`src/rtl/fp_divider_if.sv`:
```
`default_nettype none
// ============================================================================
//  Module      : fp_divider_if
//  Description : Request/response bundle for the sequential single-precision
//                divider. The master issues operands with start; the slave
//                returns busy/done and the registered quotient.
//  Revision    : 1.0 - initial release
// ============================================================================
interface fp_divider_if;
    logic        start;
    logic [31:0] a;
    logic [31:0] b;
    logic        busy;
    logic        done;
    logic [31:0] result;
    logic        div_by_zero;

    modport master (
        output start, a, b,
        input  busy, done, result, div_by_zero
    );

    modport slave (
        input  start, a, b,
        output busy, done, result, div_by_zero
    );
endinterface
`default_nettype wire

```
`src/rtl/fp_divider.sv`:
```
`default_nettype none
// ============================================================================
//  Module      : fp_divider
//  Description : IEEE-754 single-precision divider, restoring division at one
//                quotient bit per clock. No denormals, no NaN generation, and
//                the quotient is truncated rather than rounded.
//  Revision    : 1.0 - initial release
// ============================================================================
module fp_divider (
    input  wire logic    clk,
    input  wire logic    rst_n,
    fp_divider_if.slave  bus
);

    typedef enum logic [1:0] {
        IDLE   = 2'd0,
        CALC   = 2'd1,
        FINISH = 2'd2
    } state_t;

    state_t             r_state;
    state_t             w_next_state;

    logic               r_sign;
    logic [7:0]         r_ea;
    logic [7:0]         r_eb;
    logic [23:0]        r_mb;
    logic [24:0]        r_rem;
    logic [24:0]        r_q;
    logic [4:0]         r_cnt;
    logic               r_special;
    logic [31:0]        r_pre_res;
    logic               r_pre_dbz;
    logic [31:0]        r_result;
    logic               r_dbz;
    logic               r_busy;
    logic               r_done;

    logic               w_sign;
    logic [7:0]         w_a_exp;
    logic [7:0]         w_b_exp;
    logic               w_special;
    logic [31:0]        w_pre_res;
    logic               w_pre_dbz;
    logic               w_rem_ge;
    logic [23:0]        w_diff;
    logic [22:0]        w_mant;
    logic signed [9:0]  w_e;
    logic [31:0]        w_packed;

    assign w_sign  = bus.a[31] ^ bus.b[31];
    assign w_a_exp = bus.a[30:23];
    assign w_b_exp = bus.b[30:23];

    // Special-operand classification on the incoming operands, in priority order
    always_comb begin
        w_special = 1'b1;
        w_pre_dbz = 1'b0;
        w_pre_res = {w_sign, 8'hFF, 23'd0};
        if (w_b_exp == 8'h00) begin
            w_pre_dbz = 1'b1;
        end else if (w_a_exp == 8'h00) begin
            w_pre_res = {w_sign, 8'h00, 23'd0};
        end else if (w_a_exp == 8'hFF) begin
            w_pre_res = {w_sign, 8'hFF, 23'd0};
        end else if (w_b_exp == 8'hFF) begin
            w_pre_res = {w_sign, 8'h00, 23'd0};
        end else begin
            w_special = 1'b0;
        end
    end

    // The true difference is always below mb, so 24 bits hold it exactly
    assign w_rem_ge = (r_rem >= {1'b0, r_mb});
    assign w_diff   = r_rem[23:0] - r_mb;

    // Quotient lies in (0.5, 2) scaled by 2^24; bit 24 selects the normalization
    assign w_mant = r_q[24] ? r_q[23:1] : r_q[22:0];
    assign w_e    = $signed({2'b00, r_ea}) - $signed({2'b00, r_eb})
                  + (r_q[24] ? 10'sd127 : 10'sd126);

    // Exponent range check and final packing
    always_comb begin
        w_packed = {r_sign, w_e[7:0], w_mant};
        if (w_e >= 10'sd255) begin
            w_packed = {r_sign, 8'hFF, 23'd0};
        end else if (w_e <= 10'sd0) begin
            w_packed = {r_sign, 8'h00, 23'd0};
        end
    end

    // State register
    always_ff @(posedge clk) begin
        if (!rst_n) begin
            r_state <= IDLE;
        end else begin
            r_state <= w_next_state;
        end
    end

    // Next-state logic
    always_comb begin
        w_next_state = r_state;
        case (r_state)
            IDLE: begin
                if (bus.start) begin
                    w_next_state = w_special ? FINISH : CALC;
                end
            end
            CALC: begin
                if (r_cnt == 5'd24) begin
                    w_next_state = FINISH;
                end
            end
            FINISH: begin
                w_next_state = IDLE;
            end
            default: begin
                w_next_state = IDLE;
            end
        endcase
    end

    // Operand capture, quotient iteration and result registration
    always_ff @(posedge clk) begin
        if (!rst_n) begin
            r_sign    <= 1'b0;
            r_ea      <= 8'd0;
            r_eb      <= 8'd0;
            r_mb      <= 24'd0;
            r_rem     <= 25'd0;
            r_q       <= 25'd0;
            r_cnt     <= 5'd0;
            r_special <= 1'b0;
            r_pre_res <= 32'd0;
            r_pre_dbz <= 1'b0;
            r_result  <= 32'd0;
            r_dbz     <= 1'b0;
            r_busy    <= 1'b0;
            r_done    <= 1'b0;
        end else begin
            r_done <= 1'b0;
            case (r_state)
                IDLE: begin
                    if (bus.start) begin
                        r_sign    <= w_sign;
                        r_ea      <= w_a_exp;
                        r_eb      <= w_b_exp;
                        r_mb      <= {1'b1, bus.b[22:0]};
                        r_rem     <= {2'b01, bus.a[22:0]};
                        r_q       <= 25'd0;
                        r_cnt     <= 5'd0;
                        r_special <= w_special;
                        r_pre_res <= w_pre_res;
                        r_pre_dbz <= w_pre_dbz;
                        r_busy    <= 1'b1;
                    end
                end
                CALC: begin
                    if (w_rem_ge) begin
                        r_q   <= {r_q[23:0], 1'b1};
                        r_rem <= {w_diff, 1'b0};
                    end else begin
                        r_q   <= {r_q[23:0], 1'b0};
                        r_rem <= {r_rem[23:0], 1'b0};
                    end
                    r_cnt <= r_cnt + 5'd1;
                end
                FINISH: begin
                    r_result <= r_special ? r_pre_res : w_packed;
                    r_dbz    <= r_special ? r_pre_dbz : 1'b0;
                    r_done   <= 1'b1;
                    r_busy   <= 1'b0;
                end
                default: begin
                    r_busy <= 1'b0;
                end
            endcase
        end
    end

    assign bus.busy        = r_busy;
    assign bus.done        = r_done;
    assign bus.result      = r_result;
    assign bus.div_by_zero = r_dbz;

endmodule
`default_nettype wire

```
`src/flat_wrapper.sv`:
```
// flat-port wrapper written by rule: the top's interface ports become plain ports
module fp_divider_flat 
  (clk, rst_n, bus_start, bus_a, bus_b, bus_busy, bus_done, bus_result, bus_div_by_zero);
  fp_divider_if bus_i ();
  input  wire logic clk;
  input  wire logic rst_n;
  input wire logic [$bits(bus_i.start)-1:0] bus_start;
  input wire logic [$bits(bus_i.a)-1:0] bus_a;
  input wire logic [$bits(bus_i.b)-1:0] bus_b;
  output wire logic [$bits(bus_i.busy)-1:0] bus_busy;
  output wire logic [$bits(bus_i.done)-1:0] bus_done;
  output wire logic [$bits(bus_i.result)-1:0] bus_result;
  output wire logic [$bits(bus_i.div_by_zero)-1:0] bus_div_by_zero;
  assign bus_i.start = bus_start;
  assign bus_i.a = bus_a;
  assign bus_i.b = bus_b;
  assign bus_busy = bus_i.busy;
  assign bus_done = bus_i.done;
  assign bus_result = bus_i.result;
  assign bus_div_by_zero = bus_i.div_by_zero;
  fp_divider u_core (.clk(clk), .rst_n(rst_n), .bus(bus_i));
endmodule
```
`config.mk`:
```
export PLATFORM = sky130hd
export DESIGN_NAME = fp_divider_flat
export DESIGN_NICKNAME = d
export VERILOG_FILES = /design/src/rtl/fp_divider_if.sv /design/src/rtl/fp_divider.sv /design/src/flat_wrapper.sv
export SDC_FILE = /design/constraint.sdc
export NUM_CORES = 1
export LEC_CHECK = 0
export CELL_PAD_IN_SITES_DETAIL_PLACEMENT = 1
export CELL_PAD_IN_SITES_GLOBAL_PLACEMENT = 2
export CORE_MARGIN = 2
export CORE_UTILIZATION = 33
export CTS_CLUSTER_DIAMETER = 50
export DETAILED_ROUTE_END_ITERATION = 10
export GPL_ROUTABILITY_DRIVEN = 0
export PLACE_DENSITY = 0.79
export SKIP_LAST_GASP = 1
export SLEW_MARGIN = 20
export SYNTH_ARGS = -nofsm -noshare
export SYNTH_HDL_FRONTEND = slang
export SYNTH_SLANG_ARGS = --single-unit
```
`constraint.sdc`:
```
create_clock -name clk -period 3.65 [get_ports clk]
set_input_delay 0.5475 -clock clk [delete_from_list [all_inputs] [get_ports clk]]
set_output_delay 0.5475 -clock clk [all_outputs]
set_load 0.05 [all_outputs]
```
==> results.cfg <==
[route]
drtPass1Iterations = 5
drtIter0Drc = 386
wl_per_cell_um = 16.5
viasPerCell = 5.29
wirelength_mm = 23.1
vias = 7423
ant_nets = 0
drc = 0

[grt]
grt_pass1_wl_mm = 38.3
grtUsageTotal_pct = 19.3
grt_overflow_total = 0
antenna_found_initial = 0
grt_max_degree = 47
grt_pass1_vias = 7510

[sta]
fin_worst_skew_ps = 16.4
fin_crit_sh_pct = 88.6
relSlewSlack_pct = 56.1
fin_crit_ps = 3230
holdWs_ps = 454
final-hold-violation-count = 0
slew_violations = 0
worstMarginPinSlew_ps = 657
rsz0062_at_grt = no
timing.fmax_mhz = 309
setup_violations = 0
setup_tns_ps = 0

[clock_network]
numCtsBuffers = 17
holdBufCountCts = 0
tritoncts = built
h-tree-depth = 4
ctsLongestPathBuffers = 2
postCtsSetupRepairBufs = 0
cts-resized-gates = 0
clkLatencyLatePin_ps = 420
cts_sinks = 136
clk_pin_slew_ps = 60
root_buffer = clkbuf_16

[floorplanning]
io_pins = 102
die_h_um = 158
initial_core_util_pct = 33.3
fp.dieW_um = 158
row_count = 56
fp.coreArea_um2 = 23300
die_area_um2 = 24800

[setup_path]
cp_common_cell = inv_1
r2r_cells = 12
crit_chain = inv_1, ha_1, inv_1, fa_1, xor2_1, or3_1, a211o_1, a2111oi_2, a31oi_1, nor2_2, buf_4, o311ai_0
cp.depth = 12
arrival_ps = 3520
crit_buf_inv = 3
endpoint = u_core.bus.result[2]
startpoint_type = register
cp.required_ps = 3930
path_delay_family = compound AO/OA/AOI/OAI gates
timing.rr.end = u_core.bus.result[2]
worst_path_largest_cell_delay_ps = 440
reg2reg_slack_ps = 420
crit_fanout = 23
crit_type = register to register
cp_slowest_cell = or3_1
setup.worst_path.start = u_core.r_ea[0]
cp-end-kind = register
r2r_start = u_core.r_ea[0]

[power]
cellLeakagePower_nw = 3.63
power_w = 0.00537
power.density_nw_per_um2 = 551
irDropWorstVdd_mv = 0.240

[final_layout]
drive_above_1_share_pct = 8.77
fin_area_um2 = 9740
final_common_cell = nand2_1
fillers = 2804
antenna_cells = 0
area_growth_pct = 25.2
nets = 1175
final_cell_mix = nand2_1, dfxtp_1, a21oi_1, clkdlybuf4s50_1, nor2_1

[logic_synthesis]
async_flop_share_pct = 0
synth_top_area_share_pct = 35.0
synth-seq-area-share_pct = 35.0
syn_nets = 1096
ys_types = 70
yosysTopAreaCell = dfxtp_1
synth_ff_type = dfxtp_1
synth_area_um2 = 7780
synth_edf_count = 0
synth_area_leaders = dfxtp_1, nand2_1, a21oi_1
syn_area_per_cell_um2 = 7.85
synth_seq_cells = 136
syn_inst = 991
synth-warning-count = 0

[hold_path]
hp-class = register to register
hp-start = u_core.bus.div_by_zero

[run_status]
status = finished, final reports clean

[placement]
portBuffers = 101
hpwl_mm = 16.7
place_area_um2 = 9130

[run]
maxCapViolCount = 0
## worst min-delay path by stage
stage                                   endpoint  slack (ps)  cells after the start
final                     u_core.bus.div_by_zero         450                      2
after global routing             u_core.r_mb[20]         480                      2
after CTS                         u_core.r_mb[7]         460                      2
after detailed placement          u_core.r_mb[7]         450                      2
after global placement            u_core.r_eb[5]         440                      2
after floorplan            u_core.bus.result[31]         430                      2
## worst reg2reg max path, stage by stage (launching register included)
cell	delay (ps)
dfxtp_1	310
inv_1	60
ha_1	150
inv_1	60
fa_1	430
xor2_1	200
or3_1	440
a211o_1	320
a2111oi_2	360
a31oi_1	190
nor2_2	130
buf_4	260
o311ai_0	180
## cell usage after synthesis (7+ instances only)
master / instances
nand2_1: 156
nand4_1: 9
inv_1: 50
dfxtp_1: 136
o211ai_1: 11
o21ai_0: 21
nor4_1: 8
ha_1: 36
o21a_1: 9
nor2_1: 81
nor3_1: 10
nand3_1: 19
xnor2_1: 14
or3_1: 7
mux2_2: 23
buf_2: 8
a22oi_1: 27
a21oi_1: 108
a21o_1: 13
o22ai_1: 16
or4_1: 23
clkbuf_1: 53
and3_1: 19
and2_1: 7
o311ai_1: 20
## flip-flops by register name (all words and copies together) (netlist names)
signal,cells
u_core.r_pre_dbz,1
u_core.r_mb,24
u_core.bus.busy,1
u_core.r_q,25
u_core.r_rem,25
u_core.r_ea,8
u_core.r_cnt,5
u_core.bus.div_by_zero,1
u_core.bus.result,32
u_core.bus.done,1
u_core.r_pre_res,2
u_core.r_eb,8
u_core.r_special,1
u_core.r_state,2
## layer usage
metal,track usage [%],part of all wire [%],vias up
li1,-,-,3750
met1,26.0,50,3562
met2,32.3,47,99
met3,2.64,2.4,12
met4,5.54,0.96,0
met5,0,0,-
## layout make-up
type	instances	area [um2]	area share (%)
multi-input cells	741	4640	47.6
flip-flops and latches	136	2720	28.0
repair buffers	122	1180	12.1
clock buffers	17	425	4.37
well taps	319	399	4.10
inverters	52	195	2.00
clock inverters	15	180	1.85
## per-stage QoR
stage / setup WS [ps] / utilization, % / std cells
final: 415 / 41.7 / 1402
after global routing: 131 / 41.7 / 1402
after CTS: 251 / 41.7 / 1402
after detailed placement: 276 / 39.1 / 1370
after global placement: 341 / 39.1 / 1370
after floorplan: 713 / - / 991
## logic make-up (layout without fill, tap and decap cells)
logic type,Yosys count,count (layout),synth area share (%)
compound gates,297,297,25.4
xor+xnor,20,20,2.35
fa+ha+maj,39,39,6.44
buf+inv,114,206,5.68
flops,136,136,35.0
mux,28,28,3.97
simple gates,357,357,21.1
## power by group
group | internal [W] | switching (W) | total (W)
clock network | 0.00104 | 0.000758 | 0.00180
registers | 0.00158 | 0.0000731 | 0.00165
logic | 0.000743 | 0.00118 | 0.00192
Power figures use the tool's default switching activity.
